===== config.mk =====
export PLATFORM = sky130hd
export DESIGN_NAME = ifid_pipe_ctrl
export DESIGN_NICKNAME = d
export VERILOG_FILES = /design/src/rtl/ifid_pipe_ctrl.sv
export SDC_FILE = /design/constraint.sdc
export NUM_CORES = 1
export LEC_CHECK = 0
export BUFFER_PORTS_ARGS = -buffer_cell sky130_fd_sc_hd__clkbuf_2
export CORE_MARGIN = 8
export CORE_UTILIZATION = 49
export DETAILED_ROUTE_END_ITERATION = 10
export GPL_ROUTABILITY_DRIVEN = 0
export GPL_TIMING_DRIVEN = 0
export PLACE_DENSITY = 0.77
export RECOVER_POWER = 100
export SYNTH_ARGS = -nofsm -noshare
export SYNTH_HDL_FRONTEND = slang
export SYNTH_SLANG_ARGS = --single-unit

===== constraint.sdc =====
create_clock -name CLK -period 2.1 [get_ports CLK]
set_input_delay 0.105 -clock CLK [delete_from_list [all_inputs] [get_ports CLK]]
set_output_delay 0.105 -clock CLK [all_outputs]
set_load 0.05 [all_outputs]

===== src/rtl/ifid_pipe_ctrl.sv =====
// Front-end pipeline sequencer: owns the fetch PC and resolves start/halt/branch/load-use
// into per-cycle IF/ID enable/flush and ID/EX bubble controls.
module ifid_pipe_ctrl #(
    parameter logic [7:0]  RESET_PC     = 8'h00,
    parameter logic [7:0]  PC_STEP      = 8'd1,
    parameter int unsigned STALL_CYCLES = 1
) (
    input  logic       CLK,
    input  logic       RST,
    input  logic       start,
    input  logic       halt_req,
    input  logic       branch_taken,
    input  logic [7:0] branch_target,
    input  logic       lu_hazard,
    output logic [7:0] pc,
    output logic       pc_en,
    output logic       ifid_en,
    output logic       ifid_flush,
    output logic       idex_bubble,
    output logic       busy,
    output logic [1:0] state
);

    typedef enum logic [1:0] {
        S_IDLE  = 2'b00,
        S_RUN   = 2'b01,
        S_STALL = 2'b10,
        S_HALT  = 2'b11
    } state_t;

    // Counter holds the freeze cycles still owed after the hazard cycle itself.
    localparam logic [3:0] STALL_INIT = 4'(STALL_CYCLES - 1);

    state_t     r_state;
    logic [7:0] r_pc;
    logic [3:0] r_cnt;

    state_t     w_state_nxt;
    logic [7:0] w_pc_nxt;
    logic [3:0] w_cnt_nxt;

    always_ff @(posedge CLK) begin
        if (RST) begin
            r_state <= S_IDLE;
            r_pc    <= RESET_PC;
            r_cnt   <= 4'd0;
        end else begin
            r_state <= w_state_nxt;
            r_pc    <= w_pc_nxt;
            r_cnt   <= w_cnt_nxt;
        end
    end

    always_comb begin
        w_state_nxt = r_state;
        w_pc_nxt    = r_pc;
        w_cnt_nxt   = r_cnt;
        case (r_state)
            S_IDLE, S_HALT: begin
                if (start) w_state_nxt = S_RUN;
            end
            S_RUN: begin
                if (halt_req) begin
                    w_state_nxt = S_HALT;
                end else if (branch_taken) begin
                    w_pc_nxt = branch_target;
                end else if (lu_hazard) begin
                    if (STALL_CYCLES > 1) begin
                        w_state_nxt = S_STALL;
                        w_cnt_nxt   = STALL_INIT;
                    end
                end else begin
                    w_pc_nxt = r_pc + PC_STEP;
                end
            end
            S_STALL: begin
                if (halt_req) begin
                    w_state_nxt = S_HALT;
                    w_cnt_nxt   = 4'd0;
                end else if (branch_taken) begin
                    w_state_nxt = S_RUN;
                    w_pc_nxt    = branch_target;
                    w_cnt_nxt   = 4'd0;
                end else if (r_cnt <= 4'd1) begin
                    w_state_nxt = S_RUN;
                    w_cnt_nxt   = 4'd0;
                end else begin
                    w_cnt_nxt = r_cnt - 4'd1;
                end
            end
            default: w_state_nxt = S_IDLE;
        endcase
    end

    // A halt request silences every control in both RUN and STALL.
    always_comb begin
        pc_en       = 1'b0;
        ifid_en     = 1'b0;
        ifid_flush  = 1'b0;
        idex_bubble = 1'b0;
        case (r_state)
            S_RUN: begin
                if (!halt_req) begin
                    if (branch_taken) begin
                        pc_en      = 1'b1;
                        ifid_flush = 1'b1;
                    end else if (lu_hazard) begin
                        idex_bubble = 1'b1;
                    end else begin
                        pc_en   = 1'b1;
                        ifid_en = 1'b1;
                    end
                end
            end
            S_STALL: begin
                if (!halt_req) begin
                    if (branch_taken) begin
                        pc_en      = 1'b1;
                        ifid_flush = 1'b1;
                    end else begin
                        idex_bubble = 1'b1;
                    end
                end
            end
            default: ;
        endcase
    end

    assign pc    = r_pc;
    assign state = r_state;
    assign busy  = (r_state == S_RUN) || (r_state == S_STALL);

endmodule


; Word level (Yosys, flattened, before mapping)
; Index checks and enable logic that the tools add are counted.
[totals]
ff_bits = 14
out_inout_bits = 15
inputBits = 14
[classes]
n_reduce_logical = 7
order_cmp = 1
n_eq_ne = 10
add_sub_neg = 2
muxes = 31
[op_table]
columns = cell, n
row1 = $mux 8, 5
row2 = $pmux 8 s2, 1
row3 = $mux 1, 14
row4 = $mux 4, 3
row5 = $mux 2, 5
row6 = $ne 2x2->1 const B, 5
row7 = $add 8x1->8 const B, 1
row8 = $pmux 2 s3, 1
row9 = $reduce_and 5->1, 1
row10 = $eq 2x2->1 const B, 2
row11 = $le 4x1->1 const B, 1
row12 = $ne 4x4->1 const B, 1
row13 = $pmux 1 s2, 2
row14 = $reduce_or 2->1, 2
row15 = $sub 4x1->4 const B, 1
row16 = $ne 3x3->1 const B, 1
row17 = $reduce_and 3->1, 1
row18 = $eq 2x1->1 const B, 1
row19 = $logic_not 2->1, 1
row20 = $reduce_bool 2->1, 1
row21 = $logic_or 1x1->1, 1

; Depth between registers and ports, before layout
[depth]
depth_word = 5
mapped_depth = 8
depth_no_buf = 6

; Worst setup path before layout
; OpenSTA, ideal clock, no wires.
[synth_timing]
path_type = register to output
startpoint = register r_state[1] (netlist: state[1])
endpoint = output port pc_en
t_arrival_ps = 2298
n_path_buf = 1
path_stages_with_launch = 5
slack_ps = -303
cell_sequence = dfxtp_1 ha_1 buf_6 o21ai_0 a211oi_1
[synth_between]
elab_chain_len = 2
elab_cells_between_ends = 3
[synth_rtl]
columns = item, line_no
row1 = "start, declared", 34  ; state_t r_state;
row2 = "start signal, assigned", 48  ; r_state <= w_state_nxt;
row3 = $eq 2x2->1 or $eq 2x1->1 (tied branches), 101  ; case (r_state)
row4 = $pmux 1 s2 (*), 101
row5 = "end, declared", 16  ; output logic pc_en,
; Mark *: on every way between the ends. The rest lies on a longest branch, timed or not.

; Worst setup path in the final report
[layout_timing]
startpoint = register r_state[0] (netlist: state[0])
endpoint = output port ifid_flush
[layout_between]
elab_chain_len = 3
elab_cells_between_ends = 4
[layout_rtl]
columns = item, line_no
row1 = $eq 2x1->1 or $eq 2x2->1 (tied branches), 101
row2 = $reduce_or 2->1 (no source line) (*), -
row3 = $mux 1 (*), -
row4 = "end, declared", 18  ; output logic ifid_flush,
; Marked as above.

==> impl_metrics.tcl <==
set metrics [dict create \
    grt-ovfl-total 0 \
    ys_types 33 \
    synth_largest_area_cell "dfxtp_1" \
    report.final.slew_viol_count 0 \
    dp_hpwl_um 1850 \
    grt_pass1_vias 853 \
    grt_busiest_layer "met2" \
    antenna_found_initial 0 \
    netlist_top_cells_count "14 x dfxtp_1, 12 x o21ai_0, 11 x nor2_1" \
    cts-root-buf "clkbuf_4" \
    layout_min_cycle_time_ps 1860 \
    finalNetCount 167 \
    clockBufferDepth 2 \
    synth_top_area_share_pct 30.5 \
    drcViolationCount 0 \
    setup_tns_ps 0 \
    postCtsSetupBuffers 0 \
    drtAntennaViolNets 0 \
    async_flop_share_pct 0 \
    grt_max_degree 11 \
    synthCells 116 \
    worst-path-max-fanout 4 \
    antennaDiodeCount 0 \
    clk_latency_ps 270 \
    grt.met2_usage_pct 23.0 \
    clk_pin_slew_ps 90 \
    drive_gt1_share_pct 19.7 \
    clock-sinks 14 \
    start_util_pct 52.7 \
    status "complete, no violations" \
    totalWireLength_um 2310 \
    pre_cts_slack_ps 320 \
    track_usage_pct 13.9 \
    syn_nets 135 \
    cp_slowest_stage_delay_ps 470 \
    drtIter0Drc 37 \
    vdd_drop_max_uv 345 \
    final-setup-viol-count 0 \
    rsz0062_at_grt "no" \
    areaGrowthSynthToFinish_pct 20.5 \
    fp.dieH_um 59.3 \
    yosysMostFrequentCell "dfxtp_1" \
    final.period_utilization_pct 88.8 \
    powerDensity_nw_per_um2 588 \
    dieWidth_um 59.3 \
    cts_resized 0 \
    viasPerCell 5.44 \
    cpMostUsedCell "inv_1" \
    wl_per_cell_um 13.5 \
    synth_seq_area_share_pct 30.5 \
    place_inst 168 \
    cp.arrival_ps 1760 \
    num_rows 15 \
    synth_area_leaders "dfxtp_1 30%, ha_1 6.8%, o21ai_0 6.5%" \
    hp-class "in2reg" \
    critPathKind "reg2out" \
    max_slew.worst_pin.slew_ps 611 \
    ys_seq_elements 14 \
    met3_usage_pct 2.82 \
    coreArea_um2 1750 \
    cap_violations 0 \
    p_leak_nw 0.440 \
    slew_headroom_pct 59.4 \
    finalHoldViolCount 0 \
    synth_ff_type "dfxtp_1" \
    firstDrtPassIters 4 \
    cts_tree "built" \
    io_pins 29 \
    crit_slowest_cell "clkbuf_1" \
    worstPathRequired_ps 2000 \
    cp-end-kind "output port" \
    dieArea_um2 3520 \
    p_total_mw 0.652 \
    vias 935 \
    synth-edff-count 0 \
    cts_max_level 1 \
    cts_hold_buf 0 \
    skew_ps 4.02 \
    cts-buffers-inserted 3 \
    yosysWarnings 0 \
    utilization_pct 63.5 \
    worst_setup_path_start_kind "flop" \
    fmax_ghz 0.537 \
    syn_area_per_cell_um2 7.93 \
    postLayoutSetupSlackWorst_ps 236 \
    grt_pass1_wl_um 3910 \
    use_met1_pct 17.7 \
    synth_area_um2 920 \
    fin_cells 172 \
    portBuffers 27 \
    cp_cell_sequence "inv_1 > ha_1 > inv_1 > and3_1 > clkbuf_1" \
]
## metrics by stage
stage	instance area, µm²	hold WS [ps]
6_report	1110	71.2
5_1_grt	1110	91.8
4_1_cts	1130	66.7
3_5_place_dp	1100	361
3_3_place_gp	1100	356
2_1_floorplan	930	177
## critical path: cells and delay by family, from the launching register on
kind | cells | cell delay (ps)
buf+inv | 3 | 640
flops | 1 | 360
fa+ha+maj | 1 | 340
simple gates | 1 | 150
## final timing paths
check / startpoint / to / slack [ps] / cells after the start
setup / recovery: state[0] / ifid_flush / 240 / 5
hold / removal: RST / state[0] / 70 / 2
setup reg to reg: state[0] / pc[1] / 270 / 8
hold reg to reg: r_cnt[3] / r_cnt[3] / 500 / 1
## state kept, by name, indices dropped and copies added, names as in the netlist
register and count:
state 2, pc 8, r_cnt 4
## cell families after synthesis
group / share of synthesized area, %
AO/OA/AOI/OAI: 27.9
adder cells (fa/ha/maj): 6.80
AND/OR/NAND/NOR: 25.0
flip-flops: 30.5
buffers and inverters: 8.71
multiplexers: 1.09
## cell usage in the layout, fill, tap and decap left out, types with 2 or more instances in the layout
cell,count
nor2b_1,3
nand2b_1,6
clkbuf_2,14
buf_6,3
clkbuf_4,3
a22oi_1,3
a311oi_1,4
nand3_1,3
dfxtp_1,14
a211oi_1,2
inv_1,8
nor3b_1,2
clkbuf_1,14
and3_1,5
nor2_1,12
o21ai_0,12
ha_1,5
o2bb2ai_1,2
nand2_1,7
a21oi_1,9
## per-layer routing
metal,vias up,wire (µm)
met2,31,1130
met4,0,13
met3,2,156
li1,479,-
met5,-,0
met1,423,1020
## power breakdown
group,total (mW),switching (mW),internal [mW]
Clock,0.191,0.0858,0.105
Sequential,0.286,0.0104,0.276
Combinational,0.175,0.123,0.0518
Total,0.652,0.219,0.433
## area by class of cell
cell class	instances	area, µm²
clock buffers	4	36.3
fillers	167	637
multi-input cells	88	562
plain buffers	6	50.0
well taps	25	31.3
repair buffers	27	119
inverters	8	30.0
flip-flops and latches	14	280
Note: power is estimated with default switching activity, not from simulation.
